--- src/rtl/dsp_seq_pkg.sv ---
// Shared types and default widths for the multi-shot DSP run sequencer.
package dsp_seq_pkg;

   localparam int DEF_NPROC    = 4;
   localparam int DEF_CNTWIDTH = 32;
   localparam int DEF_GAPWIDTH = 16;
   localparam int DEF_TOWIDTH  = 27;
   localparam int DEF_RSTLEN   = 2;

   typedef enum logic [2:0] {
      S_IDLE = 3'd0,
      S_RST  = 3'd1,
      S_RUN  = 3'd2,
      S_GAP  = 3'd3,
      S_DONE = 3'd4
   } seq_state_t;

endpackage

--- src/rtl/seq_downcnt.sv ---
// Loadable down-counter with zero flag; load wins over decrement and the count
// saturates at zero.
module seq_downcnt #(
   parameter int W = 16
) (
   input  logic         clk,
   input  logic         reset,
   input  logic         load,
   input  logic [W-1:0] load_val,
   input  logic         dec,
   output logic         zero
);

   logic [W-1:0] count_r;

   // counter register
   always_ff @(posedge clk) begin
      if (reset) begin
         count_r <= '0;
      end else if (load) begin
         count_r <= load_val;
      end else if (dec && (count_r != '0)) begin
         count_r <= count_r - W'(1);
      end else begin
         count_r <= count_r;
      end
   end

   assign zero = (count_r == '0);

endmodule

--- src/rtl/shot_sequencer.sv ---
// Multi-shot run controller: per shot it pulses the core resets, waits for every
// core's end-of-program, then inserts an inter-shot gap before the next shot.
module shot_sequencer
   import dsp_seq_pkg::*;
#(
   parameter int NPROC    = DEF_NPROC,
   parameter int CNTWIDTH = DEF_CNTWIDTH,
   parameter int GAPWIDTH = DEF_GAPWIDTH,
   parameter int TOWIDTH  = DEF_TOWIDTH,
   parameter int RSTLEN   = DEF_RSTLEN
) (
   input  logic                clk,
   input  logic                reset,
   input  logic                stb_start,
   input  logic [CNTWIDTH-1:0] nshot,
   input  logic [GAPWIDTH-1:0] gap,
   input  logic [TOWIDTH-1:0]  timeout,
   input  logic                abort,
   input  logic [NPROC-1:0]    stbprocend,
   output logic [NPROC-1:0]    proccorereset,
   output logic                shotbusy,
   output logic [CNTWIDTH-1:0] shotcnt,
   output logic                stb_shotstart,
   output logic                lastshotdone,
   output logic [NPROC-1:0]    procdone,
   output logic                timedout
);

   localparam int RW = (RSTLEN > 1) ? $clog2(RSTLEN) : 1;

   seq_state_t          state_r, next_s;
   logic [CNTWIDTH-1:0] nshot_r, shotcnt_r;
   logic [GAPWIDTH-1:0] gap_r;
   logic [TOWIDTH-1:0]  timeout_r;
   logic [NPROC-1:0]    procdone_r, proccorereset_r;
   logic                shotbusy_r, stb_shotstart_r, lastshotdone_r, timedout_r;

   logic                start_acc_s, complete_s, last_s, tmo_s, incr_s;
   logic                enter_rst_s, enter_gap_s, enter_run_s;
   logic                rst_zero_s, gap_zero_s, to_zero_s;

   // shot event decode
   always_comb begin
      start_acc_s = (state_r == S_IDLE) && stb_start && !abort;
      complete_s  = (state_r == S_RUN) && (&(procdone_r | stbprocend));
      last_s      = (shotcnt_r == (nshot_r - CNTWIDTH'(1)));
      tmo_s       = (state_r == S_RUN) && !complete_s && (timeout_r != '0) && to_zero_s;
      incr_s      = complete_s && !last_s && !abort;
   end

   // next-state logic; abort overrides every transition
   always_comb begin
      next_s = state_r;
      if (abort) begin
         next_s = S_IDLE;
      end else begin
         case (state_r)
            S_IDLE: begin
               if (stb_start) begin
                  next_s = (nshot == '0) ? S_DONE : S_RST;
               end else begin
                  next_s = S_IDLE;
               end
            end
            S_RST: begin
               if (rst_zero_s) next_s = S_RUN;
               else            next_s = S_RST;
            end
            S_RUN: begin
               if (complete_s) begin
                  if (last_s)              next_s = S_DONE;
                  else if (gap_r != '0)    next_s = S_GAP;
                  else                     next_s = S_RST;
               end else if (tmo_s) begin
                  next_s = S_IDLE;
               end else begin
                  next_s = S_RUN;
               end
            end
            S_GAP: begin
               if (gap_zero_s) next_s = S_RST;
               else            next_s = S_GAP;
            end
            S_DONE:  next_s = S_IDLE;
            default: next_s = S_IDLE;
         endcase
      end
   end

   // phase entry strobes used to load the counters
   always_comb begin
      enter_rst_s = (next_s == S_RST) && (state_r != S_RST);
      enter_gap_s = (next_s == S_GAP) && (state_r != S_GAP);
      enter_run_s = (next_s == S_RUN) && (state_r != S_RUN);
   end

   seq_downcnt #(.W(RW)) u_rst_cnt (
      .clk      (clk),
      .reset    (reset),
      .load     (enter_rst_s),
      .load_val (RW'(RSTLEN - 1)),
      .dec      (state_r == S_RST),
      .zero     (rst_zero_s)
   );

   seq_downcnt #(.W(GAPWIDTH)) u_gap_cnt (
      .clk      (clk),
      .reset    (reset),
      .load     (enter_gap_s),
      .load_val (gap_r - GAPWIDTH'(1)),
      .dec      (state_r == S_GAP),
      .zero     (gap_zero_s)
   );

   // timeout expires on the timeout-th RUN cycle of a shot
   seq_downcnt #(.W(TOWIDTH)) u_to_cnt (
      .clk      (clk),
      .reset    (reset),
      .load     (enter_run_s),
      .load_val (timeout_r - TOWIDTH'(1)),
      .dec      (state_r == S_RUN),
      .zero     (to_zero_s)
   );

   // state register and run configuration captured at an accepted start
   always_ff @(posedge clk) begin
      if (reset) begin
         state_r   <= S_IDLE;
         nshot_r   <= '0;
         gap_r     <= '0;
         timeout_r <= '0;
      end else begin
         state_r <= next_s;
         if (start_acc_s) begin
            nshot_r   <= nshot;
            gap_r     <= gap;
            timeout_r <= timeout;
         end
      end
   end

   // shot index, sticky per-core done flags and timeout flag
   always_ff @(posedge clk) begin
      if (reset) begin
         shotcnt_r  <= '0;
         procdone_r <= '0;
         timedout_r <= 1'b0;
      end else begin
         if (start_acc_s)  shotcnt_r <= '0;
         else if (incr_s)  shotcnt_r <= shotcnt_r + CNTWIDTH'(1);

         if (start_acc_s || enter_rst_s) procdone_r <= '0;
         else if (state_r == S_RUN)      procdone_r <= procdone_r | stbprocend;

         if (start_acc_s)              timedout_r <= 1'b0;
         else if (tmo_s && !abort)     timedout_r <= 1'b1;
      end
   end

   // outputs registered from the next state so they align with the state register
   always_ff @(posedge clk) begin
      if (reset) begin
         proccorereset_r <= '1;
         shotbusy_r      <= 1'b0;
         stb_shotstart_r <= 1'b0;
         lastshotdone_r  <= 1'b0;
      end else begin
         proccorereset_r <= {NPROC{next_s != S_RUN}};
         shotbusy_r      <= (next_s == S_RST) || (next_s == S_RUN) || (next_s == S_GAP);
         stb_shotstart_r <= enter_run_s;
         lastshotdone_r  <= (next_s == S_DONE);
      end
   end

   assign proccorereset = proccorereset_r;
   assign shotbusy      = shotbusy_r;
   assign shotcnt       = shotcnt_r;
   assign stb_shotstart = stb_shotstart_r;
   assign lastshotdone  = lastshotdone_r;
   assign procdone      = procdone_r;
   assign timedout      = timedout_r;

endmodule

--- config.mk ---
export PLATFORM = sky130hd
export DESIGN_NAME = shot_sequencer
export DESIGN_NICKNAME = d
export VERILOG_FILES = /design/src/rtl/dsp_seq_pkg.sv /design/src/rtl/seq_downcnt.sv /design/src/rtl/shot_sequencer.sv
export SDC_FILE = /design/constraint.sdc
export NUM_CORES = 1
export LEC_CHECK = 0
export ABC_AREA = 1
export CORE_MARGIN = 1
export CORE_UTILIZATION = 48
export CTS_BUF_LIST = sky130_fd_sc_hd__clkbuf_8
export CTS_CLUSTER_SIZE = 24
export DETAILED_ROUTE_END_ITERATION = 6
export PLACE_DENSITY = 0.7
export SLEW_MARGIN = 20
export SYNTH_ARGS = -nofsm -noshare
export SYNTH_HDL_FRONTEND = slang
export SYNTH_HIERARCHICAL = 1
export SYNTH_SLANG_ARGS = --single-unit
--- constraint.sdc ---
create_clock -name clk -period 4.1 [get_ports clk]
set_input_delay 1.23 -clock clk [delete_from_list [all_inputs] [get_ports clk]]
set_output_delay 1.23 -clock clk [all_outputs]
set_load 0.05 [all_outputs]
# --- Word-level counts from Yosys, hierarchy flattened ---
# Index checks and enable logic that the tools add are counted.
# W data, S select, Z words.
op_classes:
  n_addsub: 7
  multipliers: 0
  n_div: 0
  magnitude_cmp: 0
  eq_ne: 12
  n_shift: 0
  mux: 16
  n_bitwise: 1
  reduce_logical: 35
ops:
  columns: ["cell", "n"]
  rows:
  - ["$mux W27", 2]
  - ["$reduce_bool A27 Y1", 2]
  - ["$sub A27 B1 Y27 const B", 2]
  - ["$add A32 B1 Y32 const B", 1]
  - ["$eq A32 B32 Y1", 1]
  - ["$logic_not A32 Y1", 1]
  - ["$mux W16", 2]
  - ["$reduce_bool A16 Y1", 2]
  - ["$sub A16 B1 Y16 const B", 2]
  - ["$sub A32 B1 Y32 const B", 1]
  - ["$logic_not A27 Y1", 1]
  - ["$logic_not A16 Y1", 1]
  - ["$logic_and A1 B1 Y1", 15]
  - ["$mux W3", 5]
  - ["$eq A3 B2 Y1 const B", 4]
  - ["$pmux W3 S4", 1]
  - ["$ne A3 B2 Y1 const B", 3]
  - ["$mux W2", 4]
  - ["$eq A3 B1 Y1 const B", 2]
  - ["$reduce_bool A2 Y1", 3]
  - ["$or A4 B4 Y4", 1]
  - ["$reduce_and A4 Y1", 1]
  - ["$reduce_or A2 Y1", 2]
  - ["$eq A3 B3 Y1 const B", 1]
  - ["other kinds (6)", 11]
word_totals:
  ff_bits: 163
  latchBits: 0
  ramBits: 0
  mem_bits_ro: 0
  input_bits: 83
  out_inout_bits: 44
  word_cells: 85
  n_memories: 0

# --- Longest topological paths before layout ---
logic_depth:
  ltp_word: 15
  mapped_depth: 28
  mapped_depth_nobuf: 26

# --- Cells and area by module ---
# The synthesis kept the hierarchy.
modules_own_cells:
  columns: ["module", "instances", "cells_per_inst", "area_each_um2", "seq_area_each_um2"]
  rows:
  - ["shot_sequencer", 1, 1098, 7247.0, 2382.3]
  - ["seq_downcnt at u_to_cnt", 1, 366, 2035.7, 540.5]
  - ["seq_downcnt at u_gap_cnt", 1, 212, 1194.9, 320.3]
  - ["seq_downcnt at u_rst_cnt", 1, 9, 51.3, 20.0]

# --- Least setup slack after synthesis ---
# OpenSTA, ideal clock, no wires.
synth_timing:
  path_kind: "input port to flip-flop"
  start: "input port stbprocend[0]"
  end: "register u_gap_cnt.count_r[13]"
  setup_time_ns: 0.116
  arrival_time_ns: 3.188
  t_required_ns: 3.984
  setup_slack_ns: 0.796
  path_stages: 15
  n_path_buf: 1
  cell_sequence: "nor2_1 -> nor3_1 -> nor2_1 -> o211ai_1 -> nand2_1 -> a21oi_1 -> nand2_1 -> nand2_1 -> nand2_1 -> nor3_1 -> inv_1 -> buf_2 -> or2_2 -> nand2_1 -> a21oi_1"
synth_via:
  elab_chain_len: 14
  elab_cells_between_ends: 15
  cone_classes: "1 x eq/ne; 5 x mux; 1 x bitwise; 8 x reduce/logical"
synth_rtl:
  columns: ["element", "line", "text"]
  rows:
  - ["start: declaration", "shot_sequencer.sv:19", "input logic [NPROC-1:0] stbprocend,"]
  - ["$or A4 B4 Y4 *", "shot_sequencer.sv:45", "complete_s = (state_r == S_RUN) && (&(procdone_r | stbprocend));"]
  - ["$reduce_and A4 Y1 *", "shot_sequencer.sv:45", null]
  - ["$logic_and A1 B1 Y1 *", "shot_sequencer.sv:45", null]
  - ["$logic_not A1 Y1", "shot_sequencer.sv:47", "tmo_s = (state_r == S_RUN) && !complete_s && (timeout_r != '0) && to_zero_s;"]
  - ["$logic_and A1 B1 Y1 (3 in series)", "shot_sequencer.sv:47", null]
  - ["$mux W2", "shot_sequencer.sv:74", "end else if (tmo_s) begin"]
  - ["$mux W3 *", "shot_sequencer.sv:70", "if (complete_s) begin"]
  - ["$pmux W3 S4 *", "shot_sequencer.sv:57", "case (state_r)"]
  - ["$mux W3 *", "shot_sequencer.sv:54", "if (abort) begin"]
  - ["$eq A3 B2 Y1 *", "shot_sequencer.sv:93", "enter_gap_s = (next_s == S_GAP) && (state_r != S_GAP);"]
  - ["$logic_and A1 B1 Y1 *", "shot_sequencer.sv:93", null]
  - ["net enter_gap_s", "shot_sequencer.sv:39", "logic enter_rst_s, enter_gap_s, enter_run_s;"]
  - ["$mux W16 / $reduce_bool A2 Y1 (equally long branches)", null, null]
  - ["end signal: assignment", "seq_downcnt.sv:21", "count_r <= load_val;"]
  - ["end signal: assignment", "seq_downcnt.sv:23", "count_r <= count_r - W'(1);"]
  - ["end signal: assignment", "seq_downcnt.sv:25", "count_r <= count_r;"]
  - ["end: declaration", "seq_downcnt.sv:14", "logic [W-1:0] count_r;"]
# The timed path passes the listed nets; every way through them passes the cells marked *.
# A chain may end at the register's enable or synchronous reset.

# --- Worst setup path after layout ---
layout_timing:
  start: "register nshot_r[0]"
  end: "register u_to_cnt.count_r[23]"
layout_via:
  elab_chain_len: 9
  elab_cells_between_ends: 10
  cone_classes: "1 x add/sub; 2 x eq/ne; 5 x mux; 2 x reduce/logical"
layout_rtl:
  columns: ["element", "line", "text"]
  rows:
  - ["start: declaration", "shot_sequencer.sv:32", "logic [CNTWIDTH-1:0] nshot_r, shotcnt_r;"]
  - ["start signal: assignment", "shot_sequencer.sv:135", "nshot_r <= nshot;"]
  - ["$sub A32 B1 Y32 *", "shot_sequencer.sv:46", "last_s = (shotcnt_r == (nshot_r - CNTWIDTH'(1)));"]
  - ["$eq A32 B32 Y1 *", "shot_sequencer.sv:46", null]
  - ["$mux W3 *", "shot_sequencer.sv:71", "if (last_s) next_s = S_DONE;"]
  - ["$mux W3 *", "shot_sequencer.sv:70", null]
  - ["$pmux W3 S4 *", "shot_sequencer.sv:57", null]
  - ["$mux W3 *", "shot_sequencer.sv:54", null]
  - ["$eq A3 B2 Y1 *", "shot_sequencer.sv:94", "enter_run_s = (next_s == S_RUN) && (state_r != S_RUN);"]
  - ["$logic_and A1 B1 Y1 *", "shot_sequencer.sv:94", null]
  - ["net enter_run_s", "shot_sequencer.sv:39", null]
  - ["$mux W27 / $reduce_bool A2 Y1 (equally long branches)", null, null]
  - ["end signal: assignment", "seq_downcnt.sv:21", null]
  - ["end signal: assignment", "seq_downcnt.sv:23", null]
  - ["end signal: assignment", "seq_downcnt.sv:25", null]
  - ["end: declaration", "seq_downcnt.sv:14", null]
# Marks and branches as above.

==> metrics.md <==
| Metric | Value |
|---|---|
| Status | `complete, no violations` |
| Min-Delay Path Class | `reg -> reg` |
| Hold path depth | `2` |
| WL/cell | `14.6 µm` |
| Area leader, netlist | `dfxtp_1` |
| Worst ir drop on vdd | `0.201 mV` |
| Core area | `21300 µm²` |
| Setup Crit Path Kind | `reg -> reg` |
| WL final | `30.3 mm` |
| Worst-Skew Late Latency | `0.48 ns` |
| Synth Instances | `1685` |
| I/O pin count | `127` |
| Register area | `3260 µm²` |
| GP Congestion | `0.959` |
| Static leakage power | `5.38 nW` |
| Hold Crit Start | `timeout_r[26]` |
| Pwr per Cell Area | `331 nW/µm²` |
| Placement Rows | `53` |
| Max clock buf depth | `2` |
| Synthesized area | `10500 µm²` |
| Non-filler instance count after layout | `2080` |
| Worst path slowest cell | `nor2_2` |
| NumNets Final | `1881` |
| Fmax | `0.289 GHz` |
| Worst reg2reg path endpoint | `u_to_cnt/count_r[23]` |
| Worst rel slew slack | `44.5%` |
| Async SR Flop Fraction | `0%` |
| Pin count of the biggest net entering global routing | `around 150` |
| Placed Cells | `2048` |
| Resized Gates After CTS | `0` |
| Req. time, crit path | `4.52 ns` |
| Worst Path Arrival | `3.87 ns` |
| CTS tree | `built` |
| Die area | `22500 µm²` |
| Yosys top cell area share | `31.0%` |
| Synth-to-Final Area Change | `18.0%` |
| Antenna cells | `0` |
| Setup TNS | `0 ns` |
| Post-route ant nets | `0` |
| Vias per cell | `5.21` |
| Worst-margin pin slew | `roughly 0.83 ns` |
| Number of flops mapped to enable cells by yosys | `0` |
| Initial antenna violation count | `0` |
| Slew Limit Fails | `0` |
| Mapped Avg Cell Area | `6.25 µm²` |
| Cts hold-fix bufs | `0` |
| Vias in the first global route | `between 9000 and 10000` |
| Primary FF master, synth | `dfxtp_1` |
| H-Tree Level Count | `4` |
| CP delay by family, top | `simple AND/OR/NAND/NOR gates` |
| FF-to-FF path depth | `27` |
| Die X | `150 µm` |
| DRC | `0` |
| DR iter-0 viols | `between 600 and 700` |
| Post-CTS setup buffer count | `0` |
| R2R setup slack | `between 0.6 and 0.7 ns` |
| Place WS | `0.182 ns` |
| Crit path from | `nshot_r[0]` |
| Syn Nets | `1774` |
| Vias | `10800` |
| Multi-input logic area | `6240 µm²` |
| Gr usage total | `a little over a quarter` |
| Fillers | `2135` |
| Final WS setup | `0.645 ns` |
| First-pass GRT wire length | `around 48 mm` |
| Clock slew at reported path FFs | `0.09 ns` |
| CP peak stage delay | `roughly 0.35 ns` |
| Most frequent CP cell | `nand2_1` |
| Finish-stage setup viols | `0` |
| RSZ-0062 raised after global routing | `false` |
| Clock sink total | `163` |
| Final Hold Fails | `0` |
| Final min period | `between 3 and 4 ns` |
| Overall die height | `150 µm` |
| #FFs+latches synth | `163` |
| Share of layout cells above drive strength 1 | `6.98%` |
| CP max FO | `18` |
| Critical path depth | `27` |
| Yosys warns | `6` |
| Sequential-to-total area share from yosys stat | `a little under a third` |
| DR pass1 iterations | `5` |
| Worst path bufs/invs | `4` |
| Post-layout util | `58.4%` |
| CTS Buf Count | `17` |
| Total of max-cap violations | `0` |
| Count of different cell masters after synthesis | `46` |
| Skew final | `0.0185 ns` |
| Synth top area cells | `dfxtp_1, nand2_1, nor2_1, inv_1, xor2_1` |
| Worst R2R Start | `nshot_r[0]` |
| CP endpoint | `u_to_cnt/count_r[23]` |
| Port bufs | `126` |
| CP endpoint kind | `flop` |
| Critical Path Source Type | `flop` |
| Grt ovf | `0` |
| Period utilization | `84.3%` |
| Initial core utilization | `about half` |
| Post-DP HPWL | `between 20 and 25 mm` |
| Clk root buf | `clkbuf_8` |
## layout by cell type, fill, tap and decap left out, types with 10 or more instances in the layout
master	synthesis	layout
nor4_1	18	18
o21ai_0	118	118
dfxtp_1	163	163
clkbuf_8	0	18
clkdlybuf4s50_1	0	126
buf_4	4	12
nor2_2	18	19
nand4_1	25	25
nand2_2	20	20
xor2_1	69	69
nor2_4	10	10
inv_1	201	203
xnor2_1	25	25
nor3_1	30	30
nand2_1	410	410
nand3_1	92	91
nor2_1	245	244
a21oi_2	12	12
a21oi_1	120	120
## through the flow
| step | cell area (µm²) | total power (W) | hold WS (ns) |
|---|---|---|---|
| 2_1_floorplan | 10500 | 0.00258 | 0.434 |
| 3_3_place_gp | 12000 | 0.00287 | 0.445 |
| 3_5_place_dp | 12000 | 0.00289 | 0.459 |
| 4_1_cts | 12400 | 0.00413 | 0.470 |
| 5_1_grt | 12400 | 0.00437 | 0.510 |
| 6_report | 12400 | 0.00412 | 0.463 |
## worst min-delay path by stage
stage / end / slack [ns]
floorplan: timeout_r[26] / 0.43
global placement: timeout_r[26] / 0.44
detailed placement: timeout_r[26] / 0.46
CTS: timeout_r[26] / 0.47
global route: timeout_r[26] / 0.51
finish: timeout_r[26] / 0.46
## worst reg2reg max path: stages, from the launching register on
cell,delay [ns]
dfxtp_1,0.33
inv_1,0.09
ha_1,0.23
nand2_1,0.07
nor2_1,0.19
nand2_1,0.11
nor2_2,0.21
nand2_1,0.07
nand2_1,0.10
nand2_1,0.06
nand2_1,0.06
nand2_1,0.05
nor2_1,0.09
nand2_1,0.08
nor2_2,0.16
nand3_1,0.14
nand2_1,0.09
nand2_1,0.05
nand2_1,0.13
inv_1,0.08
nand2_1,0.08
nor2_2,0.05
buf_4,0.24
nor2_2,0.35
nand2_1,0.11
nand3_1,0.09
nand2_1,0.05
inv_1,0.06
## sequential cells by signal, summed over array words and instances, names as in the netlist, 3 cells and up
name               cells
timeout_r             27
shotcnt               32
nshot_r               32
u_gap_cnt/count_r     16
gap_r                 16
state_r                3
procdone               4
u_to_cnt/count_r      27
## cell usage after synthesis (all sizes together), types with 3 or more instances
cell type and count:
a21oi 132, a31oi 3, buf 18, clkbuf 34, dfxtp 163, ha 6
inv 205, nand2 435, nand3 95, nand3b 5, nand4 25, nor2 273
nor3 31, nor4 19, o21ai 127, or2 5, xnor2 25, xor2 69
## cells by family after synthesis
group	Yosys count	synth area share [%]
simple gates	890	36.9
fa+ha+maj	6	0.713
other cells	1	0.0356
compound gates	271	13.6
xor+xnor	94	7.82
buf+inv	259	9.92
mux	1	0.0951
flops	163	31.0
## layout make-up
class | instances | area share (%)
well taps | 275 | 2.77
inverters | 207 | 6.26
clock buffers | 18 | 1.99
repair buffers | 140 | 11.2
multi-input cells | 1263 | 50.2
clock inverters | 14 | 1.32
flip-flops and latches | 163 | 26.3
## report_power, final
| part | internal, W | switching (W) |
|---|---|---|
| sequential | 0.00166 | 0.0000771 |
| clock | 0.000616 | 0.000638 |
| combinational | 0.000425 | 0.000703 |
## layer usage
layer / share of wire (%) / vias up / routed length, µm / global-route usage [%]
li1: - / 5576 / - / -
met1: 48 / 4964 / 14600 / 38.5
met2: 46 / 262 / 13800 / 43.0
met3: 4.9 / 31 / 1480 / 3.61
met4: 1.4 / 0 / 418 / 8.33
met5: 0 / - / 0 / 0
Power figures use the tool's default switching activity.
